==> config.mk <==
export PLATFORM = sky130hd
export DESIGN_NAME = gcd_engine
export DESIGN_NICKNAME = d
export VERILOG_FILES = /design/src/rtl/gcd_engine.sv
export SDC_FILE = /design/constraint.sdc
export NUM_CORES = 1
export LEC_CHECK = 0
export CAP_MARGIN = 40
export CELL_PAD_IN_SITES_DETAIL_PLACEMENT = 0
export CELL_PAD_IN_SITES_GLOBAL_PLACEMENT = 2
export CORE_ASPECT_RATIO = 0.5
export CORE_UTILIZATION = 37
export DETAILED_ROUTE_END_ITERATION = 12
export PLACE_DENSITY_LB_ADDON = 0.1
export SETUP_SLACK_MARGIN = 0.2
export SLEW_MARGIN = 20
export SYNTH_ARGS = -nofsm -noshare
export SYNTH_HDL_FRONTEND = slang
export SYNTH_SLANG_ARGS = --single-unit
==> constraint.sdc <==
create_clock -name clk -period 3.92 [get_ports clk]
set_input_delay 0.784 -clock clk [delete_from_list [all_inputs] [get_ports clk]]
set_output_delay 0.784 -clock clk [all_outputs]
set_load 0.02 [all_outputs]
==> src/rtl/gcd_engine.sv <==
// Iterative GCD engine (subtractive Euclid or binary Stein, chosen by ALGO) with a valid/ready operand and result handshake.
// Latency: one capture edge plus one CALC edge per step; a zero operand finishes on the capture edge with cycles=0.
// Backpressure: in_ready only in IDLE; the result is held stable in DONE until out_ready, then one IDLE cycle follows.
module gcd_engine #(
    parameter int WIDTH = 16,
    parameter int ALGO  = 0,
    parameter int CNT_W = 16
) (
    input  logic             clk,
    input  logic             rst,
    input  logic             in_valid,
    output logic             in_ready,
    input  logic [WIDTH-1:0] a_in,
    input  logic [WIDTH-1:0] b_in,
    output logic             out_valid,
    input  logic             out_ready,
    output logic [WIDTH-1:0] result,
    output logic [CNT_W-1:0] cycles,
    output logic             err
);

    // k counts common factors of two; WIDTH halvings at most, so it never overflows
    localparam int K_W = $clog2(WIDTH + 1);

    typedef enum logic [1:0] {
        IDLE = 2'd0,
        CALC = 2'd1,
        DONE = 2'd2
    } state_t;

    state_t           state;
    logic [WIDTH-1:0] regA;
    logic [WIDTH-1:0] regB;
    logic [K_W-1:0]   shiftK;
    logic [CNT_W-1:0] iterCnt;

    logic [CNT_W-1:0] cntNext;
    logic [WIDTH-1:0] diffAB;
    logic [WIDTH-1:0] diffBA;
    logic             aGtB;
    logic             aEqB;
    logic             aEven;
    logic             bEven;

    assign in_ready  = (state == IDLE);
    assign out_valid = (state == DONE);

    // Step datapath: saturating count and both subtraction directions; only the one with the larger minuend is used
    always_comb begin
        cntNext = iterCnt;
        if (iterCnt != '1) begin
            cntNext = iterCnt + CNT_W'(1);
        end
        diffAB = regA - regB;
        diffBA = regB - regA;
        aGtB   = (regA > regB);
        aEqB   = (regA == regB);
        aEven  = ~regA[0];
        bEven  = ~regB[0];
    end

    // Control FSM and operand registers; outputs are registered and only change on entry to DONE
    always_ff @(posedge clk or posedge rst) begin
        if (rst) begin
            state   <= IDLE;
            regA    <= '0;
            regB    <= '0;
            shiftK  <= '0;
            iterCnt <= '0;
            result  <= '0;
            cycles  <= '0;
            err     <= 1'b0;
        end else begin
            case (state)
                IDLE: begin
                    if (in_valid) begin
                        regA    <= a_in;
                        regB    <= b_in;
                        shiftK  <= '0;
                        iterCnt <= '0;
                        if ((a_in == '0) || (b_in == '0)) begin
                            // gcd(x,0)=x needs no iteration; both zero is flagged as an error
                            result <= a_in | b_in;
                            cycles <= '0;
                            err    <= (a_in == '0) && (b_in == '0);
                            state  <= DONE;
                        end else begin
                            state <= CALC;
                        end
                    end
                end

                CALC: begin
                    iterCnt <= cntNext;
                    if (ALGO == 0) begin
                        if (aEqB) begin
                            result <= regA;
                            cycles <= cntNext;
                            err    <= 1'b0;
                            state  <= DONE;
                        end else if (aGtB) begin
                            regA <= diffAB;
                        end else begin
                            regB <= diffBA;
                        end
                    end else begin
                        if (aEqB) begin
                            // restore the common power of two removed earlier
                            result <= regA << shiftK;
                            cycles <= cntNext;
                            err    <= 1'b0;
                            state  <= DONE;
                        end else if (aEven && bEven) begin
                            regA   <= regA >> 1;
                            regB   <= regB >> 1;
                            shiftK <= shiftK + K_W'(1);
                        end else if (aEven) begin
                            regA <= regA >> 1;
                        end else if (bEven) begin
                            regB <= regB >> 1;
                        end else if (aGtB) begin
                            // difference of two odd numbers is even, so halve it in the same step
                            regA <= diffAB >> 1;
                        end else begin
                            regB <= diffBA >> 1;
                        end
                    end
                end

                DONE: begin
                    if (out_ready) begin
                        state <= IDLE;
                    end
                end

                default: begin
                    state <= IDLE;
                end
            endcase
        end
    end

endmodule

==> metrics.md <==
| Metric | Value |
|---|---|
| Row cnt | `32` |
| Final min period | `around 3200 ps` |
| DP HPWL | `13.8 mm` |
| Most frequent cells in the layout | `nand2_1 (95), o21ai_0 (85), dfrtp_1 (83)` |
| Worst-Skew Late Latency | `350 ps` |
| LEAKAGE | `approximately 3.1 nW` |
| Worst IR drop on VDD | `0.000537 V` |
| Vias in the first global route | `roughly 5,000` |
| Synthesis Warnings | `0` |
| Share of layout cells above drive strength 1 | `~8%` |
| Starting Density | `roughly 39%` |
| CTS tree | `done` |
| CTS Buffer Depth | `2` |
| Slowest stage delay, CP | `450 ps` |
| Die width | `183 um` |
| Sequential fraction of the synthesis area | `34.3%` |
| EDFF count, synth | `0` |
| Power per cell area | `roughly 900 mW/mm2` |
| Status | `completed` |
| Distinct cells, synth | `67` |
| WL final | `18.1 mm` |
| Fin crit share | `81.6%` |
| CP max stage cell | `a2111oi_4` |
| CTS Hold Bufs | `0` |
| Synthesized area per cell | `8.33 um2` |
| Num CTS Buffers | `9` |
| DRT iter0 DRCs | `~270` |
| Final setup vio count | `0` |
| GR Overflow Total | `0` |
| First-pass GRT wire length | `between 20 and 30 mm` |
| Vias per inst | `between 5 and 6` |
| Setup Skew | `8.72 ps` |
| CORE AREA | `0.0157 mm2` |
| DRC Markers | `0` |
| Setup TNS | `0 ps` |
| Die span in y | `slightly above 90 um` |
| Fill count | `1,599` |
| Final count of hold timing violations | `0` |
| Count of state elements after synthesis | `83` |
| GR Util All Layers | `22.4%` |
| Clock Pin Slew Worst Setup and Hold Paths | `70 ps` |
| Synth Net Count | `roughly 800` |
| CP cell instances | `inv_1 -> ha_1 -> fa_1 -> nand2b_4 -> a2111oi_4 -> o2111ai_4 -> a311oi_4 -> buf_4 -> mux2i_1 -> o21ai_0` |
| Vias | `5,326` |
| Largest net degree at the start of global routing | `45` |
| Yosys top cell area share | `34.3%` |
| Post-CTS Setup Bufs | `0` |
| Worst endpoint data arrival time | `3430 ps` |
| Cts repair resizes | `0` |
| Antenna violations before repair | `0` |
| Avg WL per Cell | `roughly 18 um` |
| Worst R2R Path Depth | `10` |
| Synth area leader | `dfrtp_1` |
| Diodes inserted | `0` |
| Clk root buf | `clkbuf_16` |
| Boundary Pins | `just over 70` |
| Worst-Margin Slew | `~780 ps` |
| RSZ-0062 raised after global routing | `false` |
| Highest metal used | `met4` |
| Total power | `0.00648 W` |
| Worst hold path type | `flop to flop` |
| Pre-antenna DRT Iters | `4` |
| Pins Over Slew Limit | `0` |
| Met2 WL | `7.47 mm` |
| Synthesized cell area | `approximately 0.0060 mm2` |
| Setup crit end kind | `flop` |
| Max_cap viols | `0` |
| WHS | `approximately 480 ps` |
| Setup CP Type | `flop to flop` |
| Hold depth | `2` |
| Worst-path fanout max | `26` |
| Nets | `846` |
| DR WL met3 | `546 um` |
| Fraction of registers with async set/reset | `between 90% and 100%` |
| Most common cell after layout, fill and taps aside | `nand2_1` |
| Top post-synthesis cells by area | `dfrtp_1 (34%), o21ai_0 (7.0%), ha_1 (6.6%)` |
| Slew HR | `47.9%` |
| Startpoint Class | `flop` |
| Final GP Congestion | `0.809` |
| Sinks on Clock Net | `between 80 and 90` |
| H-tree Lvls | `3` |
| Post-synthesis instance total | `726` |
| Die ar. | `0.0169 mm2` |
| Fmax | `~310 MHz` |
| Final ANT Viol Nets | `0` |
| Synth Flop Type | `dfrtp_1` |
| Synthesis-to-finish area growth | `19.0%` |
| DRT met1 WL | `9.99 mm` |
| Critical path data required time | `4150 ps` |
| Input/output buffers | `70` |
[logic make-up after synthesis]
kind of cell,Yosys count,share of synthesized area (%)
AOI/OAI and AO/OA,221,25.0
xor gates and xnor gates,25,3.62
adders and majority gates,34,7.28
buffers and inverters,88,6.60
DFF,83,34.3
muxes,13,2.32
and+or+nand+nor,262,20.9
[power breakdown]
part	leakage [nW]	switching [W]	total [W]	internal, W
clock	0.124	0.000369	0.000793	0.000424
combinational	1.87	0.00259	0.00436	0.00177
sequential	1.07	0.000228	0.00133	0.00110
total	3.06	0.00318	0.00648	0.00330
[routing by layer]
metal	track usage [%]	up-vias
met5	0	-
met4	4.03	0
met3	4.76	11
met2	32.5	68
met1	33.8	2566
li1	-	2681
[area by class of cell]
cell class	instances	area, um2	share of cell area [%]
tap	221	277	3.84
clock buffer	10	229	3.18
multi-input combinational	555	3590	49.9
clock inverter	4	30.0	0.417
inverter	42	159	2.21
timing repair buffer	85	836	11.6
sequential	83	2080	28.9
[worst max-delay path: cells and delay by family, from the launching register on]
family	cells	cell delay, ps
DFF	1	390
buffers and inverters	2	450
muxes	1	210
and+or+nand+nor	1	190
adders and majority gates	2	630
AOI/OAI and AO/OA	4	1190
[path summary, 6_finish.rpt]
path,startpoint,endpoint,slack [ps]
worst min-delay path,cycles[11],cycles[11],480
max in group asynchronous,rst,regB[14],2350
worst min register to register,cycles[11],cycles[11],480
worst max register to register,regA[0],regA[15],720
worst max-delay path,regA[0],regA[15],720
min in group asynchronous,rst,result[5],860
[state kept, by name, summed over array words and instances (netlist names)]
signal / cells
regB: 16
iterCnt: 16
regA: 16
err: 1
result: 16
cycles: 16
state: 2
[Yosys cell counts (all sizes together), types with 3 or more instances]
library cell	number
a211oi	8
a21o	9
a21oi	38
a22o	5
a31oi	15
and2	6
and3	10
buf	24
clkbuf	22
dfrtp	83
ha	32
inv	42
mux2	8
mux2i	5
nand2	96
nand2b	10
nand3	16
nand4	15
nor2	50
nor2b	7
nor3	15
nor4	11
o211ai	5
o21a	11
o21ai	86
o21bai	4
o22ai	3
o31a	3
o31ai	12
or3	20
xnor2	12
xor2	13
[stage by stage]
stage	cell area (um2)	std cells	setup slack, ps	utilization, %
finish	7200	1000	720	45.9
global route	7200	1000	569	45.9
CTS	7170	998	693	45.7
detailed placement	6910	984	550	44.0
global placement	6910	984	548	44.0
floorplan	6050	726	999	-
No activity file was read; power rests on OpenSTA's default activity.
==> edit 1 (config.mk and constraints unchanged) <==
Put one more register stage on the output `err`, cleared by the reset. The value now appears one clock later. The other outputs are not delayed to match.
--- a/src/rtl/gcd_engine.sv
+++ b/src/rtl/gcd_engine.sv
@@ -29,2 +29,4 @@
     } state_t;
+
+    logic err_s0;
 
@@ -71,3 +73,3 @@
             cycles  <= '0;
-            err     <= 1'b0;
+            err_s0  <= 1'b0;
         end else begin
@@ -84,3 +86,3 @@
                             cycles <= '0;
-                            err    <= (a_in == '0) && (b_in == '0);
+                            err_s0 <= (a_in == '0) && (b_in == '0);
                             state  <= DONE;
@@ -98,3 +100,3 @@
                             cycles <= cntNext;
-                            err    <= 1'b0;
+                            err_s0 <= 1'b0;
                             state  <= DONE;
@@ -110,3 +112,3 @@
                             cycles <= cntNext;
-                            err    <= 1'b0;
+                            err_s0 <= 1'b0;
                             state  <= DONE;
@@ -142,2 +144,10 @@
 
+    always_ff @(posedge clk or posedge rst) begin
+        if (rst) begin
+            err <= '0;
+        end else begin
+            err <= err_s0;
+        end
+    end
+
 endmodule
Formal check against the unedited RTL: not equivalent (a bounded check fails within 4 cycles, from zero or initial values and one cycle with rst high).
==> edit 1 against the unedited design <==
- non-clock buffer count down 2
- area after synthesis up 0.41%
- design area up 1.0%
- first-iteration DRC count up 35%
- sequential cell count up 1
- worst setup slack worse by 0.030 ns
- combinational power up 1%
- routed wire length up 2.2%
- highest routed layer unchanged
- total power up 3.5%
==> edit 1: results (changes against the unedited design) <==
P&R area growth vs syn=19.7%; NonClk Buf Share=11.3% (-0.36 points); top cells by area, synth=dfrtp_1, o21ai_0, ha_1; first-pass GRT wire length=29.1 mm (+1.1%); Via density=5.37 (+0.91%); status=completed; commonest cells in the netlist=nand2_1, o21ai_0, dfrtp_1; xor/xnor share of the synthesized area=3.61% (-0.015 points); Adder-Cell Fraction of Synth Area=7.25% (-0.030 points); Arr. time, crit path=3.45 ns (+0.02 ns); Seq/Total Area, Yosys=34.6% (+0.27 points); proportion of synthesized area in mux cells=2.31% (-0.0095 points); Post-DP Area=6950 um2 (+0.47%); layout cell share with drive strength beyond 1=8.21% (-0.011 points); Post-Place Worst Slack=0.517 ns (-0.0337 ns); number of fill cells in the layout=1563 (-2.3%); Mapped Nets=797 (+0.13%); 1st-iter DRT viols=358 (+35%); post-route insts no fill=1001 (+0.10%); M1 GR Usage=34.8% (+1.0 points); clock skew=0.0113 ns (+0.00254 ns); Met1 Wirelength=10.0 mm (about the same); Register Area=2100 um2 (+1.2%); Layout Nets=845 (-0.12%); Hold Crit Class=reg -> reg; clock buffers=11 (+1); VDD IR max=0.394 mV (-27%); Syn. warnings=0 (unchanged); Max Fanout on Critical Path=24 (-7.7%); post-synthesis register bit count=84 (+1.2%); WL met2=7.73 mm (+3.5%); Compound-Gate Fraction of Synth Area=24.9% (-0.10 points); combinational power=4.42 mW (+1%); Sequential Power Share=19.9% (-0.6 points); LEAKAGE=3.10 nW (+1.2%); bufs w/o clock=83 (-2.4%); placed insts=985 (+0.10%); largest net degree at the start of global routing=36 (-20%)
==> edit 1: critical path, cell delays in order, from the launching register on <==
cell and delay (ns):
dfrtp_1 0.39, inv_1 0.06, ha_1 0.21, fa_1 0.41, nand2b_4 0.18, a2111oi_4 0.46, o2111ai_4 0.22, a311oi_4 0.47
buf_4 0.39, mux2i_1 0.22, o21ai_0 0.09
==> edit 1: final timing paths <==
path / cells past startpoint / start / slack [ns] / end
max in group asynchronous: 3 / rst / 2.27 / iterCnt[1]$_DFFE_PP0P_
min in group asynchronous: 2 / rst / 0.85 / iterCnt[13]$_DFFE_PP0P_
worst min-delay path: 0 / err_s0$_DFFE_PP0P_ / 0.41 / err$_DFF_PP0_
worst max-delay path: 10 / regA[0]$_DFFE_PP0P_ / 0.69 / regA[15]$_DFFE_PP0P_
worst min register to register: 0 / err_s0$_DFFE_PP0P_ / 0.41 / err$_DFF_PP0_
worst max register to register: 10 / regA[0]$_DFFE_PP0P_ / 0.69 / regA[15]$_DFFE_PP0P_
==> edit 2 (same flow settings) <==
Without the edit above. Change the parameter `CNT_W` from 16 to 14.
--- a/src/rtl/gcd_engine.sv
+++ b/src/rtl/gcd_engine.sv
@@ -6,3 +6,3 @@
     parameter int ALGO  = 0,
-    parameter int CNT_W = 16
+    parameter int CNT_W = 14
 ) (
Ports: changed (resized cycles); port bits go from 71 to 69. No check against the original RTL was run, so the function may have changed too.
==> edit 2 against the unedited design <==
- total power fell by 5.6%
- design area fell by 7.7%
- non-clock buffer count fell by 4
- sequential cell count fell by 4
- worst setup slack improved by 0.098 ns
- routed wire length fell by 11%
- area after synthesis fell by 9.0%
==> edit 2: results (changes against the unedited design) <==
status=completed; DP HPWL=12.0 mm (-13%); clk pwr=786 uW (-0.9%); number of global-route vias before repair=4617 (-9.3%); r2r setup slk=0.82 ns (+0.10 ns); 1st-iter DRT viols=357 (+35%); GRT Total Usage=21.8% (-0.63 points); first-pass GRT wire length=25.6 mm (-11%); Seq/Total Area, Yosys=35.9% (+1.6 points); port bufs=68 (-2.9%); Post-DP Area=6380 um2 (-7.8%); number of fill cells in the layout=1502 (-6.1%); commonest cells in the netlist=nand2_1, dfrtp_1, o21ai_0; initial antenna violation count=0 (unchanged); hold_sp=cycles[0]$_DFFE_PP0P_; final total power=6.12 mW (-5.6%); Arr. time, crit path=3.35 ns (-0.08 ns); CTS root buffer=clkbuf_16; Yosys top cell area share=35.9% (+1.6 points); number of synthesized flops with an enable pin=0 (unchanged); clock skew=0.0152 ns (+0.00644 ns); 1st-pass router iterations=5 (+1); DR vias=4867 (-8.6%); Mapped Nets=729 (-8.4%); Worst Setup SP=regA[9]$_DFFE_PP0P_; top cells by area, synth=dfrtp_1, ha_1, o21ai_0; Pint=3.16 mW (-4.1%); Min Hold Slack=0.478 ns (+0.00145 ns); post-CTS setup buffer count=0 (unchanged); Clock Path Buffers=2 (unchanged); Critical R2R Capture=regA[14]$_DFFE_PP0P_; Max Fanout on Critical Path=19 (-27%); Worst Tran Pin Value=0.758 ns (-0.0223 ns); layout cell share with drive strength beyond 1=6.47% (-1.7 points); Layout Nets=777 (-8.2%); RD Place Congestion=0.813 (+0.46%); Post-Place Worst Slack=0.527 ns (-0.0234 ns); Sequential Power Share=around 21%; post-synth cell types=61 (-9.0%); final setup margin=0.818 ns (+0.0978 ns); Worst Hold End=cycles[0]$_DFFE_PP0P_; wire length per cell=17.8 um (-1.8%); VDD IR max=0.320 mV (-40%); LEAKAGE=2.89 nW (-5.7%)
-- edit 2: cell count changes in the layout (fill, tap and decap cells not counted), moves of 6 or more --
cell,change
o21ai_0,-6
a31oi_2,-11
nor2_1,-18
xnor2_1,+9
a21oi_1,+11
a21o_1,+6
o21a_1,-9
and3_1,-9
nand4_1,-8
-- edit 2: kinds of logic (layout without fill, tap and decap cells) --
group | after synthesis | in the layout | share of synthesized area, %
buf+inv | 86 | 138 | 7.16
fa+ha+maj | 34 | 34 | 8.00
xor+xnor | 30 | 30 | 4.77
flops | 79 | 79 | 35.9
simple gates | 207 | 207 | 17.9
mux | 12 | 12 | 2.39
compound gates | 211 | 211 | 23.9
-- edit 2: worst max-delay path, cell delays in order (launching register included) --
cell      delay [ns]
dfrtp_1         0.38
inv_1           0.07
ha_1            0.48
a21oi_1         0.42
o211ai_1        0.19
a221oi_2        0.35
nand3_2         0.19
a31oi_4         0.21
buf_4           0.28
mux2_2          0.36
o31ai_1         0.06
-- edit 2: routing by layer --
metal / routed length, um / global-route usage, % / vias to the layer above / share of wire, %
met5: 0 / 0 / - / 0
met4: 96 / 3.79 / 0 / 0.59
met3: 581 / 3.99 / 10 / 3.6
met2: 7230 / 36.0 / 88 / 45
met1: 8290 / 30.3 / 2349 / 51
li1: - / - / 2420 / -
-- edit 2: area by class of cell --
class                   count  area share [%]
clock buffers              10            3.45
clock inverters             5           0.528
inverters                  42            2.39
multi-input cells         494            47.4
flip-flops and latches     79            29.8
well taps                 198            3.73
repair buffers             81            12.8
-- edit 2: through the flow --
step | instances | utilization, %
floorplan | 659 | -
global placement | 891 | 43.5
detailed placement | 894 | 44.0
CTS | 909 | 45.8
global route | 909 | 45.8
finish | 909 | 45.8
